<file path="src/rtl/mips_pkg.sv">
// Shared encodings for the multicycle MIPS datapath: opcodes, sequencer states,
// ALU operation classes and datapath mux selects.
package mips_pkg;

    localparam logic [5:0] OP_RTYPE = 6'b000000;
    localparam logic [5:0] OP_LW    = 6'b100011;
    localparam logic [5:0] OP_SW    = 6'b101011;
    localparam logic [5:0] OP_BEQ   = 6'b000100;
    localparam logic [5:0] OP_ADDI  = 6'b001000;
    localparam logic [5:0] OP_J     = 6'b000010;

    typedef enum logic [3:0] {
        FETCH  = 4'd0,
        DECODE = 4'd1,
        MEMADR = 4'd2,
        MEMRD  = 4'd3,
        MEMWB  = 4'd4,
        MEMWR  = 4'd5,
        EXEC   = 4'd6,
        RWB    = 4'd7,
        BRANCH = 4'd8,
        JUMP   = 4'd9,
        ADDIEX = 4'd10,
        ADDIWB = 4'd11,
        HALT   = 4'd12
    } state_t;

    localparam logic [1:0] ALUOP_ADD   = 2'b00;
    localparam logic [1:0] ALUOP_SUB   = 2'b01;
    localparam logic [1:0] ALUOP_FUNCT = 2'b10;

    localparam logic [1:0] PCSRC_ALU    = 2'b00;
    localparam logic [1:0] PCSRC_ALUOUT = 2'b01;
    localparam logic [1:0] PCSRC_JUMP   = 2'b10;

    localparam logic [1:0] ALUB_RT      = 2'b00;
    localparam logic [1:0] ALUB_FOUR    = 2'b01;
    localparam logic [1:0] ALUB_IMM     = 2'b10;
    localparam logic [1:0] ALUB_IMM_SH2 = 2'b11;

    // States that hold a memory request open until MemReady.
    function automatic logic is_mem_state(input state_t s);
        return (s == FETCH) || (s == MEMRD) || (s == MEMWR);
    endfunction

endpackage

</file>
<file path="src/rtl/mem_wait_timer.sv">
// Counts consecutive stalled cycles of an open memory request and flags the
// cycle on which the request has waited MEM_TIMEOUT cycles without MemReady.
module mem_wait_timer #(
    parameter int MEM_TIMEOUT = 16
) (
    input  logic clk,
    input  logic rst_n,
    input  logic active,
    input  logic ready,
    output logic timeout
);
    localparam int CW = $clog2(MEM_TIMEOUT);
    localparam logic [CW-1:0] LAST = CW'(MEM_TIMEOUT - 1);

    logic [CW-1:0] count;

    // A request always ends on ready, and every mem state is entered from a
    // non-waiting cycle, so clearing on ready/inactive covers every state change.
    always_ff @(posedge clk) begin
        if (!rst_n)
            count <= '0;
        else if (!active || ready)
            count <= '0;
        else if (count != LAST)
            count <= count + CW'(1);
    end

    assign timeout = active && !ready && (count == LAST);

endmodule

</file>
<file path="src/rtl/multicycle_control.sv">
// Main sequencer for the multicycle MIPS datapath: state register, next-state
// logic and per-state control strobes, with a memory wait-state timeout.
module multicycle_control
    import mips_pkg::*;
#(
    parameter int MEM_TIMEOUT = 16
) (
    input  logic       Clk,
    input  logic       Rst_n,
    input  logic [5:0] Op,
    input  logic       MemReady,
    output logic       MemRead,
    output logic       MemWrite,
    output logic       IorD,
    output logic       IRWrite,
    output logic       PCWrite,
    output logic       PCWriteCond,
    output logic [1:0] PCSource,
    output logic       ALUSrcA,
    output logic [1:0] ALUSrcB,
    output logic [1:0] ALUOp,
    output logic       RegDst,
    output logic       MemtoReg,
    output logic       RegWrite,
    output logic       IllegalOp,
    output logic       MemFault
);
    state_t state, next_state;
    logic   timeout;

    mem_wait_timer #(.MEM_TIMEOUT(MEM_TIMEOUT)) u_timer (
        .clk     (Clk),
        .rst_n   (Rst_n),
        .active  (is_mem_state(state)),
        .ready   (MemReady),
        .timeout (timeout)
    );

    always_ff @(posedge Clk) begin
        if (!Rst_n) begin
            state    <= FETCH;
            MemFault <= 1'b0;
        end else if (timeout) begin
            state    <= HALT;
            MemFault <= 1'b1;
        end else begin
            state    <= next_state;
        end
    end

    always_comb begin
        next_state = state;
        unique case (state)
            FETCH:  if (MemReady) next_state = DECODE;
            DECODE: begin
                unique case (Op)
                    OP_RTYPE:     next_state = EXEC;
                    OP_LW, OP_SW: next_state = MEMADR;
                    OP_BEQ:       next_state = BRANCH;
                    OP_ADDI:      next_state = ADDIEX;
                    OP_J:         next_state = JUMP;
                    default:      next_state = FETCH;
                endcase
            end
            MEMADR: next_state = (Op == OP_SW) ? MEMWR : MEMRD;
            MEMRD:  if (MemReady) next_state = MEMWB;
            MEMWR:  if (MemReady) next_state = FETCH;
            EXEC:   next_state = RWB;
            ADDIEX: next_state = ADDIWB;
            MEMWB, RWB, BRANCH, JUMP, ADDIWB: next_state = FETCH;
            HALT:   next_state = HALT;
            default: next_state = FETCH;
        endcase
    end

    always_comb begin
        MemRead     = 1'b0;
        MemWrite    = 1'b0;
        IorD        = 1'b0;
        IRWrite     = 1'b0;
        PCWrite     = 1'b0;
        PCWriteCond = 1'b0;
        PCSource    = PCSRC_ALU;
        ALUSrcA     = 1'b0;
        ALUSrcB     = ALUB_RT;
        ALUOp       = ALUOP_ADD;
        RegDst      = 1'b0;
        MemtoReg    = 1'b0;
        RegWrite    = 1'b0;
        IllegalOp   = 1'b0;
        unique case (state)
            FETCH: begin
                MemRead = 1'b1;
                ALUSrcB = ALUB_FOUR;
                IRWrite = MemReady;
                PCWrite = MemReady;
            end
            DECODE: begin
                ALUSrcB   = ALUB_IMM_SH2;
                IllegalOp = !(Op inside {OP_RTYPE, OP_LW, OP_SW, OP_BEQ, OP_ADDI, OP_J});
            end
            MEMADR, ADDIEX: begin
                ALUSrcA = 1'b1;
                ALUSrcB = ALUB_IMM;
            end
            MEMRD: begin
                MemRead = 1'b1;
                IorD    = 1'b1;
            end
            MEMWB: begin
                RegWrite = 1'b1;
                MemtoReg = 1'b1;
            end
            MEMWR: begin
                MemWrite = 1'b1;
                IorD     = 1'b1;
            end
            EXEC: begin
                ALUSrcA = 1'b1;
                ALUOp   = ALUOP_FUNCT;
            end
            RWB: begin
                RegWrite = 1'b1;
                RegDst   = 1'b1;
            end
            BRANCH: begin
                ALUSrcA     = 1'b1;
                ALUOp       = ALUOP_SUB;
                PCWriteCond = 1'b1;
                PCSource    = PCSRC_ALUOUT;
            end
            JUMP: begin
                PCWrite  = 1'b1;
                PCSource = PCSRC_JUMP;
            end
            ADDIWB:  RegWrite = 1'b1;
            default: ;
        endcase
    end

endmodule
</file>
<file path="config.mk">
export PLATFORM = sky130hd
export DESIGN_NAME = multicycle_control
export DESIGN_NICKNAME = d
export VERILOG_FILES = /design/src/rtl/mips_pkg.sv /design/src/rtl/mem_wait_timer.sv /design/src/rtl/multicycle_control.sv
export SDC_FILE = /design/constraint.sdc
export NUM_CORES = 1
export LEC_CHECK = 0
export CORE_MARGIN = 5
export CORE_UTILIZATION = 44
export DETAILED_ROUTE_END_ITERATION = 12
export GPL_TIMING_DRIVEN = 0
export PLACE_DENSITY_LB_ADDON = 0.12
export SETUP_SLACK_MARGIN = 0.05
export SLEW_MARGIN = 20
export SYNTH_ARGS = -nofsm -noshare
export SYNTH_HDL_FRONTEND = slang
export SYNTH_SLANG_ARGS = --single-unit
export TNS_END_PERCENT = 100
</file>
<file path="constraint.sdc">
create_clock -name Clk -period 2.3 [get_ports Clk]
set_clock_uncertainty 0.2 [all_clocks]
set_input_delay 0.345 -clock Clk [delete_from_list [all_inputs] [get_ports Clk]]
set_output_delay 0.345 -clock Clk [all_outputs]
set_load 0.05 [all_outputs]
</file>
; Word level (Yosys, flattened, before mapping)
; Index checks and enable logic that the tools add are counted.
[classes]
add_sub_neg = 1
n_eq_ne = 25
muxes = 21
bitwise_logic = 1
reduce_logical = 21
[op_table]
columns = op, n
row1 = $pmux 4 s8, 1
row2 = $eq 4x4->1 const B, 6
row3 = $pmux 4 s5, 1
row4 = $eq 4x3->1 const B, 4
row5 = $mux 4, 4
row6 = $eq 6x6->1 const B, 2
row7 = $reduce_or 2->1, 6
row8 = $mux 1, 10
row9 = $ne 3x3->1 const B, 3
row10 = $eq 4x2->1 const B, 2
row11 = $pmux 2 s2, 2
row12 = $eq 6x2->1 const B, 1
row13 = $eq 6x3->1 const B, 1
row14 = $eq 6x4->1 const B, 1
row15 = $logic_not 6->1, 1
row16 = $ne 2x2->1 const B, 3
row17 = $pmux 2 s3, 1
row18 = $reduce_and 3->1, 2
row19 = $reduce_bool 6->1, 1
row20 = $add 4x1->4 const B, 1
row21 = $eq 4x1->1 const B, 1
row22 = $logic_not 4->1, 1
row23 = $ne 4x4->1 const B, 1
row24 = $reduce_or 4->1, 1
row25 = 7 further kinds, 12
[word_totals]
regBits = 9
inputBits = 9
output_inout_bits = 18
word_cells = 73

; Longest topological paths before layout
; Gate-level depths: netlist of the first run.
[depth]
ltp_word = 7
depth_mapped = 6
depth_no_buf = 5

; By module
; Synthesis of the first run repeated with hierarchy kept, for this count alone.
[hier_totals]
cells_unflattened = 110
hier_area_um2 = 802.0
[by_module_without_submodules]
columns = module, instances, cells_each, area_each_um2, seq_area_each_um2
row1 = multicycle_control, 1, 90, 618.1, 100.1
row2 = mem_wait_timer, 1, 20, 183.9, 80.1

; Worst setup path before layout of the first run
; No wires, ideal clock.
[synth_path]
path_type = reg2out
start = reg state[1]
end = out ALUSrcA
arrival_time_ns = 1.921
required_time_ns = 1.755
setup_slack_ns = -0.166
path_stages_with_launch = 4
path_buffers = 1
cell_sequence = dfxtp_1 > buf_2 > or2_2 > o21ai_0
[synth_between]
elab_chain_len = 3
word_cells_on_any_way = 6
cone_classes = eq/ne (4) / mux (1) / reduce/logical (1)
[synth_rtl]
columns = item, line_no
row1 = start: declaration, multicycle_control.sv:28  ; state_t state, next_state;
row2 = start signal: assignment, multicycle_control.sv:47  ; state <= next_state;
row3 = "$eq 4x4->1, or another cell as far along", multicycle_control.sv:91  ; unique case (state)
row4 = $reduce_or 4->1 (no source line) (*), --
row5 = $mux 1 (*), multicycle_control.sv:91
row6 = end: declaration, multicycle_control.sv:19  ; output logic ALUSrcA,
; Every way passes the cells marked *; elsewhere a longest branch is shown, timed or not.

; Worst setup path after layout of the first run
[layout_path]
start = in Op[2]
end = out IllegalOp
[layout_between]
elab_chain_len = 4
word_cells_on_any_way = 9
cone_classes = eq/ne (5) / mux (1) / reduce/logical (3)
[layout_rtl]
columns = item, line_no
row1 = start: declaration, multicycle_control.sv:10  ; input logic [5:0] Op,
row2 = "$eq 6x6->1, or another cell as far along", multicycle_control.sv:100  ; IllegalOp = !(Op inside {OP_RTYPE, OP_LW, OP_SW, OP_BEQ, OP_ADDI, OP_J});
row3 = $reduce_bool 6->1 (*), multicycle_control.sv:100
row4 = $logic_not 1->1 (*), multicycle_control.sv:100
row5 = $mux 1 (*), multicycle_control.sv:91
row6 = end: declaration, multicycle_control.sv:25  ; output logic IllegalOp,
; Marked as above.

==> results summary, run 1 <==
The width of the die is 51.65 um. The number of buffers inserted by hold repair at cts is 0. Setup repair after global routing left no endpoint under its margin. The summed negative setup slack over all endpoints came out at 0 ps. Across the VDD grid, the largest voltage drop is 0.0004310 V. The leading area contributor after synthesis is dfxtp_1.

The max capacitance violation total is 0. Before CTS, the worst setup slack after placement is -693.6 ps. At the pin with the least slew margin, the transition time is 499.5 ps. The worst hold path startpoint is MemFault. Counting every sink on the clock net gives 9. The completed layout was analyzed and its total power is 435.6 uW.

The per-cell via count in the routed design is 5.803. The endpoint identified for the worst register-to-register timing path is state[0]. By area the synthesized netlist is led by dfxtp_1, nor2_1, a31oi_1. The worst path needs 2192 ps of the cycle, external delays included.

The post-synthesis register bit count came out at 9. STA classifies the critical path endpoint as an output port. The final count of hold timing violations came to 0. The area of the placeable core came out at 1689 um2. The die extent in y came out at 51.65 um. The final wirelength came out at 2.008 mm. After clock tree synthesis, the clock-pin slew on the worst setup and hold paths is 60 ps. In the final routed layout, each cell accounts on average for 12.79 um. The number of I/O pins came out at 27. For this run, the share of the core covered by cells in the final layout is 64.00%. The first global-routing pass estimated 3.312 mm of wire. The number of global-route vias before repair came to 834. The reported net switching power is 155.0 uW. STA puts the critical path data required time at 1750 ps. The maximum buffer depth of the clock tree came out at 2. The top cell types in the final layout, fill and taps aside, are nor2_1, dfxtp_1, buf_4, nand2_1.

The switching share of total power is 35.59%. Setup slack on the worst reg-to-reg path comes out at 560 ps. The worst-path maximum fanout came out at 4.

Leaving out fill and tap cells, the most frequent cell in the layout is nor2_1. The number of antenna violations at the first check in global routing was 0. CTS placed an instance of clkbuf_4 at the clock tree root. The proportion of layout cells with a drive suffix above 1 came out at 30.00%. The critical path is of the in2out type.

The final setup violation count came out at 0. The post-detailed-route count of antenna-violating nets came out at 0. The first-iteration detailed-routing DRC count is 12. After global routing the overflow that remains totals 0. The tightest min-delay check is of the reg2reg type. Hold timing on the final database bottoms out at a slack of 278.6 ps. The portion of the post-synthesis area used by sequential elements came out at 23.61%. Relative to the synthesized area, the layout overhead comes to 41.64%.

Derived from the worst setup path, the maximum achievable clock frequency is 456.2 MHz. The startpoint identified for the worst register-to-register timing path is state[2]. The Yosys warning count is 0.

The synthesized design devotes to its leading area cell type 23.61% of total area. The flow ran to the end, and the final reports show no timing, DRC or antenna violations. The final antenna diode count came out at 0. The worst max-slew margin expressed relative to the limit came out at 66.60%.

The H-tree level count is 1. For hold timing, the worst endpoint is MemFault. The placer congestion estimate came out at 0.8547. The worst setup path is launched from an input pin. The total via count after detailed routing came out at 911.

For this run, the post-layout net count is 151. The area of the multi-input gates came out at 586.8 um2. In the routed design, unresolved DRC markers number 0. The total number of placement rows came out at 15. The part of the power in combinational logic is 34.5%. Data on the critical path arrives at its endpoint at 1650 ps.

The number of cells on the worst reg-to-reg path is 6. The sequential share of power is 37.8%. The number of iterations in the first detailed-routing pass is 6.

The final-report max-slew violation count is 0. Internal power comes to 280.6 uW. The worst-skew pair later-pin latency came out at 260 ps. The synthesized instance count is 109. The number of buffer cells added on primary ports came out at 26. The post-synthesis cell area is 763.2 um2. Entering global routing, the biggest net connects 11 pins. The ratio of total power to cell area is 402.9 nW/um2.

The estimated wirelength of the detail-placed design came out at 1.561 mm. The worst setup margin came out at 108.0 ps. The register area is 181.4 um2. The clock tree from TritonCTS is built. The number of cells traversed by the worst hold path is 1. The number of fill cells came out at 165.

The analysis attributes to cell leakage a power of 0.0004800 uW. Of the total power, the clock network draws 27.7%. The starting utilization of the core area came out at 45.19%. The floorplan die area is 2668 um2.

A synthesized cell averages 7.002 um2. The share of the clock period used by the worst path came out at 95.30%. The global-route total usage across every layer is 15.99%. The number of distinct library cell variants in the gate-level netlist after synthesis is 37. The number of buffers added by the clock tree synthesis step came out at 3. The net count after synthesis came out at 119.
sequential cells by signal (all words and copies together) (netlist names):
signal         cells
state              4
u_timer.count      4
MemFault           1
cell families (layout without fill, tap and decap cells):
logic type | count (synthesis) | after routing | synth area share, %
compound gates | 27 | 27 | 22.46
xor+xnor | 4 | 4 | 4.591
fa+ha+maj | 1 | 1 | 1.639
buf+inv | 6 | 37 | 4.753
flops | 9 | 9 | 23.61
mux | 1 | 1 | 1.312
simple gates | 61 | 61 | 41.64
worst max-delay path by stage:
stage / from / to / slack, ps / cells after the start
final: Op[2] / IllegalOp / 110 / 6
after global routing: state[1] / PCWriteCond / 50 / 4
after CTS: Op[0] / IllegalOp / -100 / 6
after detailed placement: Op[3] / IllegalOp / -690 / 6
after global placement: Op[3] / IllegalOp / -640 / 6
after floorplan: state[0] / ALUSrcB[1] / 40 / 4
final cells by class:
| type | count | share of cell area [%] |
|---|---|---|
| flip-flops and latches | 9 | 16.78 |
| plain buffers | 5 | 3.588 |
| clock buffers | 4 | 2.431 |
| inverters | 1 | 0.3472 |
| repair buffers | 27 | 20.60 |
| well taps | 17 | 1.968 |
| multi-input cells | 94 | 54.28 |
power groups by stage:
stage               clock network (uW)  logic [uW]  registers (uW)
global placement                     0         151             167
global route                       136         161             165
detailed placement                   0         153             168
finish                             121         150             165
CTS                                122         150             164
floorplan                            0         100             167
cell usage after synthesis, drive strengths merged:
cell type / count
inv: 1
o21ai: 7
a211oi: 2
nand2b: 4
nor3: 6
nor2: 20
a31oi: 6
ha: 1
dfxtp: 9
xor2: 3
nand3: 2
or3: 3
a211o: 1
or2b: 1
a21oi: 6
xnor2: 1
nand2: 8
or2: 4
o211ai: 2
nand4: 1
nor4: 2
mux2i: 1
o21a: 1
and3: 6
buf: 5
o22ai: 2
and2: 1
nor3b: 1
nor2b: 2
through the flow:
stage               cell area, um2  cells
floorplan                    780.7    109
global placement              1062    152
detailed placement            1062    152
CTS                           1096    156
global route                  1081    157
finish                        1081    157
critical path, cell delays in order:
cell and delay (ps):
clkdlybuf4s50_1 510, nor2_2 190, and3_1 190, nor2_1 40
and3_1 180, buf_4 180
metal layers:
layer / part of all wire (%) / routed length, um / up-vias / track usage (%)
li1: - / - / 458 / -
met2: 52 / 1036 / 28 / 30.93
met5: 0 / 0 / - / 0
met1: 41 / 814 / 425 / 17.13
met3: 7.8 / 156 / 0 / 5.444
met4: 0 / 0 / 0 / 1.310
timing repair:
| item | CTS | global route |
|---|---|---|
| setup endpoints to repair | 17 | 10 |
| pin swaps | 0 | 3 |
| cloned | 0 | 0 |
| buffers inserted | 0 | 1 |
| resized for setup | 58 | 21 |
No activity file was read; power rests on OpenSTA's default activity.
==> run 2: changes to the inputs <==
--- a/config.mk
+++ b/config.mk
@@ -9,7 +9,7 @@
 export CORE_UTILIZATION = 44
 export DETAILED_ROUTE_END_ITERATION = 12
 export GPL_TIMING_DRIVEN = 0
-export PLACE_DENSITY_LB_ADDON = 0.12
+export PLACE_DENSITY = 0.79
 export SETUP_SLACK_MARGIN = 0.05
 export SLEW_MARGIN = 20
 export SYNTH_ARGS = -nofsm -noshare
==> run 2 against run 1 <==
  * Combinational power is essentially flat
  * Clock-buffer cell count stayed put
  * Sequential power is essentially flat
  * Maximum frequency rose by 0.82%
  * Critical endpoint unchanged
==> results summary, run 2 (synthesized netlist as in run 1, its figures left out) <==
The DRC violations left was 0 (unchanged). The number of buffers added by the clock tree synthesis step is 3 (unchanged). The worst-case vdd ir drop is 0.0003873 V (-10%). Counting stages on the worst path, the most repeated cell is and3_1.

STA classifies the critical path startpoint as an input pin. The final antenna diode count is 0 (unchanged). The placer congestion estimate came out at 0.8224 (-3.8%). The pin count of the biggest net entering global routing is 11 (unchanged). The floorplan die area is 2668 um2 (unchanged). The number of iterations in the first detailed-routing pass is 4 (-2). The final setup violation count is 0 (unchanged). The worst max-slew margin expressed relative to the limit came out at 66.80% (+0.20 points). The max capacitance violation total came out at 0 (unchanged).

The ratio of total power to cell area was 400.4 nW/um2 (-0.63%). The post-detailed-route count of antenna-violating nets came out at 0 (unchanged). The top cell types in the final layout, fill and taps aside, are nor2_1, dfxtp_1, nand2_1. Among all stages on the critical path, the largest delay is contributed by clkdlybuf4s50_1. The proportion of layout cells with a drive suffix above 1 is 27.34% (-2.7 points).

The data required time at the worst endpoint is 1750 ps (about the same). The critical path start-end classification is in2out. The most common cell after layout, fill and taps aside is nor2_1.

The H-tree level count came out at 1 (unchanged). The kind of end point of the critical path is an output port. The flow ran to the end, and the final reports show no timing, DRC or antenna violations. The final count of hold timing violations came to 0 (unchanged). The first-pass GRT wire length came out at 3.236 mm (-2.3%). The estimated wirelength of the detail-placed design is 1.673 mm (+7.2%). The final period demand of the worst path came out at 2174 ps (-17.81 ps). TritonCTS built the clock tree. The fmax was 459.9 MHz (+0.82%). The clock-pin slew on the worst setup and hold paths was 60 ps (about the same).

The worst-path maximum fanout came out at 4 (unchanged). The share of the clock period used by the worst path is 94.53% (-0.77 points). The largest stage delay on the critical path is 490 ps (-20 ps). The path class of the tightest hold or removal check is reg2reg. The total overflow reported by the global router came to 0 (unchanged). The total number of placement rows came out at 15 (unchanged). The post-route core utilization is 64.15% (+0.15 points). The number of buffer cells added on primary ports is 26 (unchanged). The first-iteration detailed-routing DRC count came out at 18 (+6).

The final wirelength is 2.038 mm (+1.5%). The worst reg-to-reg setup slack is 610 ps (+50 ps). The total instance count after detailed placement is 152 (unchanged). The area of the placeable core came out at 1689 um2 (unchanged). The number of global-route vias before repair is 755 (-9.5%).

The final-report max-slew violation count was 0 (unchanged). The cell sitting at the root of the clock tree is a clkbuf_4. The average wire length per cell after detail routing is 13.06 um (+2.1%). The total via count after detailed routing is 889 (-2.4%).

The starting utilization of the core area is 45.19% (unchanged). Setup repair after global routing left no endpoint under its margin. In the final layout, the registers with the most flip-flops are state (4), u_timer.count (4), MemFault (1).

The number of antenna violations at the first check in global routing is 0 (unchanged). The global-route total usage across every layer is 15.86% (-0.13 points). Traced cell by cell, the critical path runs through clkdlybuf4s50_1 > nor2_2 > and3_1 > nor2_1 > and3_1 > buf_4. The static leakage is 0.0004925 uW (+2.6%).

The count of clock tree sinks is 9 (unchanged). The worst-skew pair later-pin latency came to 250 ps (about the same). The actual transition at the worst max-transition pin came out at 496.5 ps (-2.963 ps).

The final instance count without filler cells is 156 (-0.64%). The number of buffers inserted by hold repair at cts came out at 0 (unchanged). The maximum buffer depth of the clock tree is 2 (unchanged). The die extent in y was 51.65 um (unchanged). The worst path arrival time came out at 1630 ps (-20 ps). The width of the die is 51.65 um (unchanged). The layout overhead on the synthesized area came out at 41.97%. The per-cell via count in the routed design is 5.699 (-1.8%). The number of I/O pins is 27 (unchanged). The number of buffers added for setup after CTS is 0 (unchanged). The number of nets at the end of the flow came out at 150 (-0.66%).
run 2: stage by stage:
| step | instance area [um2] | TNS, ps | worst slack, ps | hold WS (ps) | power [uW] |
|---|---|---|---|---|---|
| 2_1_floorplan | 780.7 | 0 | 40.73 | 262.5 | 267.2 |
| 3_3_place_gp | 1062 | -2387 | -672.2 | 253.7 | 318.5 |
| 3_5_place_dp | 1062 | -2837 | -681.8 | 267.2 | 321.5 |
| 4_1_cts | 1072 | -196.2 | -196.2 | 286.3 | 436.1 |
| 5_1_grt | 1084 | 0 | 48.82 | 319.6 | 461.7 |
| 6_report | 1084 | 0 | 125.8 | 278.9 | 433.8 |
run 2: per-layer routing:
| layer | GRT usage [%] | part of all wire [%] | up-vias |
|---|---|---|---|
| met4 | 5.240 | 0.54 | 0 |
| li1 | - | - | 450 |
| met3 | 4.011 | 6.9 | 2 |
| met5 | 0 | 0 | - |
| met2 | 26.27 | 48 | 30 |
| met1 | 19.90 | 45 | 407 |
run 2: final cells by class:
class                   count  area (um2)
inverters                   1       3.754
repair buffers             26       227.7
plain buffers               5       42.54
clock buffers               4       26.28
multi-input cells          94       580.6
flip-flops and latches      9       181.4
well taps                  17       21.27
fillers                   157       605.6
run 2: critical path, delay by kind of cell:
family        cells  cell delay (ps)
simple gates      4              610
buf+inv           2              670
run 2: worst paths after layout:
path | start | to | cells after the start
max | Op[4] | IllegalOp | 6
min | MemFault | MemFault | 1
max reg2reg | state[2] | u_timer.count[2] | 5
min reg2reg | MemFault | MemFault | 1
run 2: where the power goes:
part / total, uW / leakage [uW] / internal (uW) / switching, uW
logic: 149 / 0.000404 / 53.7 / 95.8
registers: 165 / 0.0000735 / 160 / 4.67
clock network: 119 / 0.0000150 / 66.7 / 52.6
total: 434 / 0.000493 / 281 / 153
run 2: repair_timing:
action,4_1_cts,5_1_grt
resized for setup,54,23
pin swaps,0,0
endpoints found under the setup margin,17,9
